===== src/rtl/text_buffer_ctrl.sv =====
`default_nettype none
// ============================================================================
//  Module      : text_buffer_ctrl
//  Description : Write-port arbiter for the VGA text buffer (CPU stores,
//                console stream, clear and newline blanking sweeps).
//  Revision    : 1.0 - initial release
// ============================================================================
module text_buffer_ctrl #(
    parameter int          COLS    = 64,
    parameter int          ROWS    = 16,
    parameter int          ADDR_W  = 10,
    parameter logic [7:0]  BLANK   = 8'h00,
    parameter logic [7:0]  NEWLINE = 8'hFF
) (
    input  logic              clk,
    input  logic              rst,
    input  logic              cpu_we,
    input  logic [ADDR_W-1:0] cpu_addr,
    input  logic [7:0]        cpu_wdata,
    input  logic              con_valid,
    input  logic [7:0]        con_char,
    output logic              con_ready,
    input  logic              clr_req,
    output logic              wr_en,
    output logic [ADDR_W-1:0] wr_addr,
    output logic [7:0]        wr_data,
    output logic [ADDR_W-1:0] cursor,
    output logic              busy
);

    localparam int COL_W = $clog2(COLS);
    localparam int ROW_W = $clog2(ROWS);

    localparam logic [1:0] S_IDLE    = 2'd0;
    localparam logic [1:0] S_CLEAR   = 2'd1;
    localparam logic [1:0] S_ROWFILL = 2'd2;

    logic [1:0]        r_state;
    logic [ADDR_W-1:0] r_count;
    logic [ADDR_W-1:0] r_cursor;
    logic              r_wr_en;
    logic [ADDR_W-1:0] r_wr_addr;
    logic [7:0]        r_wr_data;

    logic              w_con_ready;
    logic [ROW_W-1:0]  w_row_inc;
    logic [ADDR_W-1:0] w_next_row;
    logic              w_row_last;
    logic              w_clear_last;

    assign w_con_ready  = (r_state == S_IDLE) & ~cpu_we & ~clr_req & rst;
    // Row index wraps naturally in ROW_W bits, giving the modulo-ROWS step.
    assign w_row_inc    = r_cursor[ADDR_W-1:COL_W] + ROW_W'(1);
    assign w_next_row   = {w_row_inc, {COL_W{1'b0}}};
    assign w_row_last   = &r_count[COL_W-1:0];
    assign w_clear_last = &r_count;

    always_ff @(posedge clk) begin
        if (!rst) begin
            r_state   <= S_IDLE;
            r_count   <= '0;
            r_cursor  <= '0;
            r_wr_en   <= 1'b0;
            r_wr_addr <= '0;
            r_wr_data <= '0;
        end else begin
            r_wr_en <= 1'b0;
            if (cpu_we) begin
                r_wr_en   <= 1'b1;
                r_wr_addr <= cpu_addr;
                r_wr_data <= cpu_wdata;
            end
            if (clr_req) begin
                r_state <= S_CLEAR;
                r_count <= '0;
            end else if (r_state != S_IDLE) begin
                // A CPU store stalls the sweep; the counter holds so no cell is skipped.
                if (!cpu_we) begin
                    r_wr_en   <= 1'b1;
                    r_wr_addr <= r_count;
                    r_wr_data <= BLANK;
                    r_count   <= r_count + ADDR_W'(1);
                    if (r_state == S_CLEAR && w_clear_last) begin
                        r_state  <= S_IDLE;
                        r_cursor <= '0;
                    end else if (r_state == S_ROWFILL && w_row_last) begin
                        r_state <= S_IDLE;
                    end
                end
            end else if (con_valid && w_con_ready) begin
                if (con_char == NEWLINE) begin
                    r_cursor <= w_next_row;
                    r_count  <= w_next_row;
                    r_state  <= S_ROWFILL;
                end else begin
                    r_wr_en   <= 1'b1;
                    r_wr_addr <= r_cursor;
                    r_wr_data <= con_char;
                    r_cursor  <= r_cursor + ADDR_W'(1);
                end
            end
        end
    end

    assign con_ready = w_con_ready;
    assign wr_en     = r_wr_en;
    assign wr_addr   = r_wr_addr;
    assign wr_data   = r_wr_data;
    assign cursor    = r_cursor;
    assign busy      = (r_state != S_IDLE);

endmodule
`default_nettype wire


===== config.mk =====
export PLATFORM = sky130hd
export DESIGN_NAME = text_buffer_ctrl
export DESIGN_NICKNAME = d
export VERILOG_FILES = /design/src/rtl/text_buffer_ctrl.sv
export SDC_FILE = /design/constraint.sdc
export NUM_CORES = 1
export LEC_CHECK = 0
export CAP_MARGIN = 40
export CORE_MARGIN = 3
export CORE_UTILIZATION = 35
export DETAILED_ROUTE_END_ITERATION = 8
export GPL_ROUTABILITY_DRIVEN = 1
export GPL_TIMING_DRIVEN = 1
export HOLD_SLACK_MARGIN = 0.02
export PLACE_DENSITY = 0.57
export SLEW_MARGIN = 0
export SYNTH_ARGS = -nofsm -noshare
export SYNTH_HDL_FRONTEND = slang
export SYNTH_SLANG_ARGS = --single-unit

===== constraint.sdc =====
create_clock -name clk -period 1.75 [get_ports clk]
set_input_delay 0.35 -clock clk [delete_from_list [all_inputs] [get_ports clk]]
set_output_delay 0.35 -clock clk [all_outputs]
set_load 0.01 [all_outputs]

==> out/results.txt <==
Outcome -> finished, final reports clean
Hold Vio Cnt, Final -> 0
Asr flop ratio synth -> 0%
Synthesis-stage register bit count -> 41
Sw Ratio -> 29.8%
Worst Tran Pin Value -> 299 ps
Setup violators final -> 0
DR iter-0 viols -> 188
IO Count -> 62
Fmax -> 0.581 GHz
Leak -> 1.52 nW
DP HPWL -> 6540 um
Synth-to-layout area growth -> 56.0%
CP arrival -> 1370 ps
Vias per Instance -> 5.56
Fin util -> 56.5%
M3 GR Usage -> 3.60%
Syn_area_per_cell -> 7.22 sq um
Area share of fa/ha/maj cells after synthesis -> 1.52%
Clock-pin slew on the worst setup and hold paths -> 80 ps
Synth Warn # -> 0
Simple-gate share of the synthesized area -> 23.8%
Core ar. -> 0.00683 sq mm
CP Capture Type -> primary output
M1 GR Usage -> 30.8%
Die height -> 90.1 um
Most used DFF post-synth -> dfxtp_1
Slowest CP cell -> clkdlybuf4s50_1
Comb pwr share -> 25.8%
Hold Path Class -> input pin to flop
Ant diodes -> 0
Syn Inst Count -> 343
R2r worst-path depth -> 8
Crit path buffers/inverters -> 1
Final ANT Viol Nets -> 0
Final nets -> 481
Minimum clock period -> 1720 ps
Critical Path Start Type -> flop
Die ar. -> 0.00812 sq mm
Max Cap Viol -> 0
Total power draw -> 2.24 mW
Mux cell area share after synthesis -> 6.32%
Number of synthesized flops with an enable pin -> 0
Largest net degree at the start of global routing -> 26
DRC -> 0
Syn_nets -> 377
Reported net switching power -> 666 uW
GRT overflow -> 0
Initial antenna violation count -> 0
Starting Density -> 36.2%
Share of layout cells above drive strength 1 -> 23.0%
Final Cycle Share -> 98.4%
Register area share after synthesis -> 33.2%
Internal power -> 1.57 mW
IO buf count -> 61
Cell Rows -> 30
CTS root buf -> clkbuf_8
CTS tree -> built
Via count -> 3021
Worst-path cell chain -> clkdlybuf4s50_1
First-pass GRT wire length -> 14400 um
Setup CP Type -> flop to primary output
Max-slew violation count -> 0
Xor and xnor area share after synthesis -> 0.708%
Critical Path RT -> 1400 ps
Peak VDD IR -> 0.000342 V
Clock power share -> 29.5%
Post-Syn Area -> 0.00247 sq mm
CP delay by family, top -> buffers and inverters
GRT Total Usage -> 21.4%
Final WL -> 9320 um
GR Util met2 -> 32.2%
H-tree levels -> 2
Num CTS Buffers -> 5
Most frequent cells in the layout -> 49 x buf_4, 48 x clkdlybuf4s50_1, 43 x nor2_1
Slew margin rel. -> 80.0%
CP max FO -> 6
Clock skew -> 5.77 ps
CTS sink cnt -> 41
Seq pwr share -> 44.7%
Number of global-route vias before repair -> 2840
# hold bufs at CTS -> 0
Hold path cells -> 3
CP Depth -> 1
Most Crowded Layer GR -> met2
Deepest clock path buffer count -> 2
Largest family of logic cells by synthesized area -> compound AO/OA/AOI/OAI gates
Commonest non-fill, non-tap cell in the layout -> buf_4
CP max stage delay -> 600 ps
Pwr Density -> 580 mW/mm^2
Placer Congestion -> 0.875
Worst-skew pair later-pin latency -> 300 ps
WL per Instance -> 17.2 um
Pre-Repair DR Iteration Count -> 4
Number of distinct library cells after synthesis -> 45
Die span in x -> 90.1 um
Post-synthesis compound-gate area fraction -> 29.3%
flip-flops by register name, summed over array words and instances, names as in the netlist:
signal / flops
wr_en: 1
wr_addr: 10
r_count: 10
cursor: 10
wr_data: 8
r_state: 2
cells in the mapped netlist, types with 4 or more instances:
cell	number	area (sq um)
nor2_1	47	176
o21ai_0	44	220
dfxtp_1	41	821
nand2_1	28	105
a21oi_1	23	115
nand3_1	22	110
o22ai_1	20	125
clkbuf_1	15	56.3
o21ai_1	11	55.1
mux2i_1	10	100
inv_1	6	22.5
buf_2	5	25.0
mux2_2	5	56.3
nor3_1	5	25.0
a31oi_1	4	25.0
a32oi_1	4	35.0
buf_1	4	15.0
nand4_1	4	25.0
or3_1	4	25.0
final timing paths:
path,slack [ps],endpoint,from
setup / recovery,30,cursor[5],cursor[5]
hold / removal,370,wr_data[4],con_char[4]
setup reg to reg,80,r_count[8],r_state[1]
hold reg to reg,560,cursor[6],cursor[6]
per-layer routing:
metal / vias to the layer above / wire [um]
met2: 107 / 4210
met4: 0 / 143
met1: 1432 / 4480
met5: - / 0
li1: 1470 / -
met3: 12 / 487
power groups by stage:
stage,combinational [mW],sequential (mW),clock (mW)
2_1_floorplan,0.239,1.04,0
3_3_place_gp,0.539,1.02,0
3_5_place_dp,0.542,1.02,0
4_1_cts,0.551,1.00,0.669
5_1_grt,0.624,1.00,0.706
6_report,0.578,1.00,0.661
per-stage QoR:
step / area (sq um) / setup TNS [ps] / std cells / setup WS [ps] / hold slack [ps]
after floorplan: 2480 / 0 / 343 / 83.1 / 470
after global placement: 3540 / -15190 / 532 / -473 / 546
after detailed placement: 3540 / -16490 / 532 / -493 / 546
after CTS: 3670 / 0 / 539 / 1.61 / 559
after global routing: 3860 / -41.3 / 543 / -17.2 / 408
final: 3860 / 0 / 543 / 28.5 / 369
repair_timing:
item                       4_1_cts  5_1_grt
gates cloned                     0        2
setup endpoints to repair       42       45
buffers inserted                 0        2
gates resized for setup         14       44
pin swaps                        1       14
logic make-up after synthesis:
| family | count (synthesis) |
|---|---|
| buf+inv | 32 |
| flops | 41 |
| xor+xnor | 2 |
| simple gates | 126 |
| fa+ha+maj | 3 |
| compound gates | 124 |
| mux | 15 |
cell type report:
type	instances	area (sq um)
multi-input cells	270	1660
well taps	96	120
repair buffers	122	1140
fillers	671	2970
flip-flops and latches	41	827
clock buffers	7	86.3
inverters	7	26.3
(Power assumes the default switching activity.)
